$ cat config.mk
export PLATFORM = sky130hd
export DESIGN_NAME = shift_unit
export DESIGN_NICKNAME = d
export VERILOG_FILES = /design/src/rtl/shift_pkg.sv /design/src/rtl/shift_step.sv /design/src/rtl/shift_unit.sv
export SDC_FILE = /design/constraint.sdc
export NUM_CORES = 1
export LEC_CHECK = 0
export ABC_AREA = 0
export CORE_MARGIN = 5
export CORE_UTILIZATION = 40
export DETAILED_ROUTE_END_ITERATION = 6
export PLACE_DENSITY = 0.72
export SETUP_SLACK_MARGIN = 0.5
export SLEW_MARGIN = 20
export SYNTH_ARGS = -nofsm -noshare
export SYNTH_HDL_FRONTEND = slang
export SYNTH_SLANG_ARGS = --single-unit
$ cat constraint.sdc
create_clock -name clk -period 1.85 [get_ports clk]
set_clock_uncertainty 0.15 [all_clocks]
set_input_delay 0.2775 -clock clk [delete_from_list [all_inputs] [get_ports clk]]
set_output_delay 0.2775 -clock clk [all_outputs]
set_load 0.1 [all_outputs]
$ cat src/rtl/shift_pkg.sv
// Shared types for the iterative shift unit: operation modes and FSM states.
package shift_pkg;

  typedef enum logic [1:0] {
    SH_LSL = 2'b00,
    SH_LSR = 2'b01,
    SH_ASR = 2'b10,
    SH_ROR = 2'b11
  } shift_mode_t;

  typedef enum logic [1:0] {
    IDLE  = 2'b00,
    SHIFT = 2'b01,
    DONE  = 2'b10
  } shift_state_t;

endpackage

$ cat src/rtl/shift_step.sv
// One 1-bit shift/rotate step; bit_out is the bit that leaves y this step.
module shift_step
  import shift_pkg::*;
#(
  parameter int WIDTH = 32
) (
  input  logic [WIDTH-1:0] y,
  input  shift_mode_t      mode,
  output logic [WIDTH-1:0] y_next,
  output logic             bit_out
);

  always_comb begin
    y_next  = y;
    bit_out = y[0];
    unique case (mode)
      SH_LSL: begin
        y_next  = {y[WIDTH-2:0], 1'b0};
        bit_out = y[WIDTH-1];
      end
      SH_LSR: y_next = {1'b0, y[WIDTH-1:1]};
      SH_ASR: y_next = {y[WIDTH-1], y[WIDTH-1:1]};
      SH_ROR: y_next = {y[0], y[WIDTH-1:1]};
    endcase
  end

endmodule

$ cat src/rtl/shift_unit.sv
// Multi-cycle shifter: accept, shift one bit per cycle, hold the result until taken.
module shift_unit
  import shift_pkg::*;
#(
  parameter int WIDTH = 32,
  parameter int CNT_W = $clog2(WIDTH)
) (
  input  logic             clk,
  input  logic             rst_n,
  input  logic             in_valid,
  output logic             in_ready,
  input  logic [WIDTH-1:0] a,
  input  logic [CNT_W-1:0] shift_count,
  input  logic [1:0]       mode,
  output logic             out_valid,
  input  logic             out_ready,
  output logic [WIDTH-1:0] y,
  output logic             carry,
  output logic             zero,
  output logic             busy
);

  shift_state_t     state;
  shift_mode_t      mode_q;
  logic [CNT_W-1:0] cnt;
  logic [WIDTH-1:0] y_next;
  logic             bit_out;

  shift_step #(.WIDTH(WIDTH)) u_step (
    .y       (y),
    .mode    (mode_q),
    .y_next  (y_next),
    .bit_out (bit_out)
  );

  always_ff @(posedge clk) begin
    if (!rst_n) begin
      state  <= IDLE;
      mode_q <= SH_LSL;
      cnt    <= '0;
      y      <= '0;
      carry  <= 1'b0;
    end else begin
      unique case (state)
        IDLE: if (in_valid) begin
          mode_q <= shift_mode_t'(mode);
          y      <= a;
          cnt    <= shift_count;
          carry  <= 1'b0;
          state  <= (shift_count == '0) ? DONE : SHIFT;
        end
        // cnt is always >= 1 here, so the decrement cannot wrap
        SHIFT: begin
          y     <= y_next;
          carry <= bit_out;
          cnt   <= cnt - CNT_W'(1);
          if (cnt == CNT_W'(1)) state <= DONE;
        end
        DONE: if (out_ready) state <= IDLE;
        default: state <= IDLE;
      endcase
    end
  end

  // Handshake outputs come from the state register only, never from inputs.
  assign in_ready  = (state == IDLE);
  assign busy      = (state == SHIFT);
  assign out_valid = (state == DONE);
  assign zero      = (y == '0);

endmodule
Yosys cells after proc, flatten, opt, wreduce, memory -nomap -nowiden
Index checks and enable logic that the tools add are counted.

cells by class
  bitwise logic cells = 0
  order comparisons = 0
  shift-type cells = 0
  add/sub/neg operators = 1
  equal/unequal tests = 10
  reductions and logical operators = 9
  div/mod/pow operators = 0
  multiplexer cells = 13
  multiply operators = 0

operator list
  operator                                           count
  one-hot mux 32 bit (4 select lines)                1
  one-hot mux 32 bit (2 select lines)                1
  logical NOT 32 bit                                 1
  two-way mux 32 bit                                 1
  one-hot mux 5 bit (2 select lines)                 1
  two-way mux 2 bit                                  4
  == test 2 bit (second input constant)              3
  one-hot mux 2 bit (3 select lines)                 1
  AND reduction 3 bit                                2
  == test 5 x 1 -> 1 bit (second input constant)     1
  logical NOT 5 bit                                  1
  two-way mux 5 bit                                  1
  subtractor 5 x 1 -> 5 bit (second input constant)  1
  == test 2 x 1 -> 1 bit (second input constant)     2
  logical NOT 2 bit                                  2
  != test 2 x 1 -> 1 bit (second input constant)     2
  != test 2 bit (second input constant)              2
  AND reduction 2 bit                                2
  two-way mux 1 bit                                  2
  one-hot mux 1 bit (2 select lines)                 1
  nonzero test 2 bit                                 1

word-level totals
  register bits after elaboration = 42
  logic and storage cells = 39
  input port bits = 43
  bits in latches = 0
  memories kept = 0
  bits in read-only memories = 0
  output and inout bits = 37
  bits in writable memories = 0

Depth between registers and ports, before layout
  depth after elaboration = 4
  depth in mapped cells = 6
  gate-level depth less buffers = 5

Cells and area by module
From an unflattened synthesis, not the netlist that was laid out.

unflattened totals
  cell total of the unflattened synthesis = 293
  area total of the unflattened synthesis = 2553.7 µm²

by module, submodules not included
  module      area each (µm²)  instances  seq. area each (µm²)  cells an instance
  shift_unit  2125.8           1          840.8                 255
  shift_step  427.9            1          0.0                   38

Least setup slack after synthesis
OpenSTA, ideal clock, no wires.

  path kind = flip-flop to output port
  start = register y[14]
  end = output zero
  path slack = -1002 ps
  cell stages (with the launch flop) = 4
  arrival time = 2425 ps
  data required time = 1422 ps
  path buffers = 0
  cell sequence = dfxtp_1 > nor4_1 > nand4_1 > nor2_1

on the way
  longest elaborated chain between the ends = 1

RTL lines
  what                    RTL line          text
  start, declared         shift_unit.sv:17  output logic [WIDTH-1:0] y,
  start signal, assigned  shift_unit.sv:54  y <= y_next;
  logical NOT 32 bit      shift_unit.sv:69  assign zero = (y == '0);
  end, declared           shift_unit.sv:19  output logic zero,

Every way passes these cells.

Final worst setup path
  start = register y[23]
  end = output zero

Same word-level chain as after synthesis.

==> PnR_summary.wiki <==
{| class="wikitable"
! Metric !! Value
|-
| # DRC || 1
|-
| Wire per inst || around 24 um
|-
| Die Area || between 8000 and 9000 um^2
|-
| Share of flip-flops with an asynchronous set or reset || 0%
|-
| Global-route met1 utilization || 30.5%
|-
| All-Layer GR Usage || 25.2%
|-
| Max Slew Vio Count || 0
|-
| Violations in the final reports || design-rule violations, negative setup slack
|-
| Reported leakage power || 0.00194 uW
|-
| Maximum clock frequency || 500 MHz
|-
| I/O Pins || 80
|-
| Number of iterations in the first detailed-routing pass || 7
|-
| Vias/cell || 6.57
|-
| Post-synthesis net count || approximately 380
|-
| Final WL || 12600 um
|-
| Most frequent standard cell in the layout excluding fill and tap cells || sky130_fd_sc_hd__buf_12
|-
| Warning count from the yosys run || 0
|-
| Fin Setup TNS || -0.149 ns
|-
| Detailed Place HPWL || between 5000 and 6000 um
|-
| Commonest cells after routing, fill and taps aside || sky130_fd_sc_hd__buf_12, sky130_fd_sc_hd__o21ai_0, sky130_fd_sc_hd__clkdlybuf4s50_1
|-
| Starting DRC count in detailed routing || 389
|-
| Final global-route overflow total || 0
|-
| Reg2reg start || state[1]
|-
| Min cycle time layout || 2.00 ns
|-
| Die Span X || 91.3 um
|-
| Critical path data required time || 1.42 ns
|-
| Period utilization || 108%
|-
| Post-Syn Instances || between 300 and 400
|-
| Class of the most critical setup path || reg -> out
|-
| Count of distinct cell types in the synthesized netlist || 41
|-
| Global routing usage on met3 || 4.46%
|-
| Later-pin clock latency in the skew report || 0.30 ns
|-
| Vias || 3464
|-
| Top cells by area, synth || sky130_fd_sc_hd__dfxtp_1, sky130_fd_sc_hd__o21ai_0, sky130_fd_sc_hd__nor3b_1, sky130_fd_sc_hd__o21a_1, sky130_fd_sc_hd__a31oi_1
|-
| Buffers on Ports || 79
|-
| Least-Margin Pin Slew || 0.536 ns
|-
| Result of the run || complete, but fails checks
|-
| Dominant cell type by area after synthesis || sky130_fd_sc_hd__dfxtp_1
|-
| Clock tree from TritonCTS || built
|-
| Row Count || 29
|-
| Layout cells sized above 1 || 46.9%
|-
| CTS sink count || 42
|-
| Vias in the first global route || 3273
|-
| Initial standard-cell utilization of the core || around two fifths
|-
| Startpoint class of the critical path || flip-flop
|-
| Launch point of the worst path || y[23]
|-
| # diodes || 0
|-
| Largest net degree at the start of global routing || 49
|-
| Max rail drop VDD || 0.000500 V
|-
| Area growth syn-to-layout || 104%
|-
| Grt met2 use || approximately 43%
|-
| Net total in the final layout || 494
|-
| Number of hold-slack violations in the final timing report || 0
|-
| Number of flip-flops and latches in the synthesized netlist || 42
|-
| Root buf cell || sky130_fd_sc_hd__clkbuf_8
|-
| Die Span Y || 91.3 um
|-
| Pwr Density || 794 nW/um^2
|-
| Post-synth top area share || between 30% and 40%
|-
| Share of the yosys chip area belonging to registers || 31.8%
|-
| Average cell area after synthesis || ~8 um^2
|-
| Register clock-pin slew on the reported worst setup and hold paths || ~0.09 ns
|-
| Core box area || 6390 um^2
|-
| Antenna violations before repair || 0
|-
| RSZ-0062 raised after global routing || true
|-
| Max-slew headroom || 64.0%
|-
| Maximum capacitance violations || 0
|-
| Peak-usage layer in the global routing report || met2
|-
| Worst min-delay path startpoint || carry
|-
| Hold buffer count at CTS || 0
|-
| Weighted congestion at the end of routability-driven global placement || 0.786
|-
| Area of the mapped netlist || 2650 um^2
|-
| Largest fanout of any net on the critical path || 2
|-
| Total CTS buffers || 5
|-
| CP endpoint kind || output port
|-
| Hold slack || 0.335 ns
|-
| EDFF count, synth || 0
|-
| Bufs on Longest Clock Path || 2
|-
| Antenna-violating nets left || 0
|-
| Path class of the lowest-slack min-delay path || reg -> reg
|-
| Number of endpoints failing setup at the final stage || 1
|-
| Final Worst Setup Slack || -0.149 ns
|-
| Fill cells || 309
|-
| Wire length of the first global-routing pass || 17200 um
|-
| Most used DFF post-synth || sky130_fd_sc_hd__dfxtp_1
|-
| Arrival time of the worst setup path || roughly 1.6 ns
|-
| CTS H-tree depth || 2
|}
==> critical path, stage by stage (launching register included) <==
cell                      delay [ns]
sky130_fd_sc_hd__dfxtp_4        0.37
sky130_fd_sc_hd__nor4_4         0.31
sky130_fd_sc_hd__nand4_1        0.22
sky130_fd_sc_hd__nor2_4         0.18
sky130_fd_sc_hd__buf_12         0.19
==> power by group <==
part | total [uW] | internal (uW) | leakage, uW | switching (uW)
sequential | 1240 | 1030 | 0.000370 | 216
combinational | 2440 | 1100 | 0.00152 | 1340
clock | 596 | 261 | 0.0000426 | 335
==> flip-flops by register name, indices dropped and copies added, names as in the netlist <==
register and cells:
y 32, cnt 5, mode_q 2, state 2
carry 1
==> final cells by class <==
type | instances | area, um^2 | share of cell area, %
Tap cell | 77 | 96.3 | 1.79
Clock buffer | 6 | 72.6 | 1.35
Inverter | 5 | 26.3 | 0.487
Clock inverter | 2 | 8.76 | 0.162
Sequential cell | 42 | 971 | 18.0
Timing Repair Buffer | 144 | 2100 | 38.9
Multi-Input combinational cell | 251 | 2120 | 39.3
==> cells by family (layout without fill, tap and decap cells) <==
family / after synthesis / in the layout / share of synthesized area [%]
multiplexers: 3 / 3 / 1.18
AO/OA/AOI/OAI: 147 / 147 / 35.0
flip-flops: 42 / 42 / 31.8
adder cells (fa/ha/maj): 2 / 2 / 0.946
AND/OR/NAND/NOR: 99 / 99 / 24.3
buffers and inverters: 39 / 157 / 6.86
==> metal layers <==
metal	share of wire, %	routed length (um)
met1	37	4690
met2	50	6300
met3	8.1	1020
met4	4.4	559
met5	0	0
==> cell usage after synthesis (2+ instances only) <==
master and instances:
sky130_fd_sc_hd__nor3_1 2, sky130_fd_sc_hd__o21ai_0 64, sky130_fd_sc_hd__mux2i_1 2, sky130_fd_sc_hd__nor4_1 9, sky130_fd_sc_hd__buf_2 15, sky130_fd_sc_hd__inv_1 4, sky130_fd_sc_hd__nand4_1 2, sky130_fd_sc_hd__nor2_1 8
sky130_fd_sc_hd__a21oi_1 4, sky130_fd_sc_hd__buf_6 2, sky130_fd_sc_hd__o21a_1 31, sky130_fd_sc_hd__nor3b_1 35, sky130_fd_sc_hd__nand2_1 3, sky130_fd_sc_hd__nand2b_1 31, sky130_fd_sc_hd__dfxtp_1 42, sky130_fd_sc_hd__a31oi_1 31
sky130_fd_sc_hd__ha_1 2, sky130_fd_sc_hd__nor2b_1 2, sky130_fd_sc_hd__nand3b_1 2, sky130_fd_sc_hd__clkbuf_1 16, sky130_fd_sc_hd__a211oi_1 5
==> metrics by stage <==
stage | setup WS (ns) | cells | util [%] | power [uW] | instance area, um^2
after floorplan | 0.00497 | 332 | - | 2280 | 2800
after global placement | 0.0932 | 471 | 63.7 | 2920 | 4070
after detailed placement | 0.00849 | 471 | 63.7 | 2940 | 4070
after CTS | -0.0580 | 520 | 78.6 | 3990 | 5020
after global routing | -0.211 | 527 | 84.4 | 4400 | 5390
final | -0.149 | 527 | 84.4 | 4280 | 5390
==> timing repair <==
item / 4_1_cts / 5_1_grt
pin swaps: 22 / 17
hold endpoints to repair: 0 / 0
resized for setup: 102 / 48
buffers inserted: 31 / 7
cloned: 10 / 0
endpoints found under the setup margin: 46 / 58
==> path summary, 6_finish.rpt <==
check	endpoint	slack, ns	cells after the start
setup / recovery	zero	-0.15	4
hold / removal	carry	0.34	2
setup reg to reg	y[29]	0.09	9
hold reg to reg	carry	0.34	2
No activity file was read; power rests on OpenSTA's default activity.
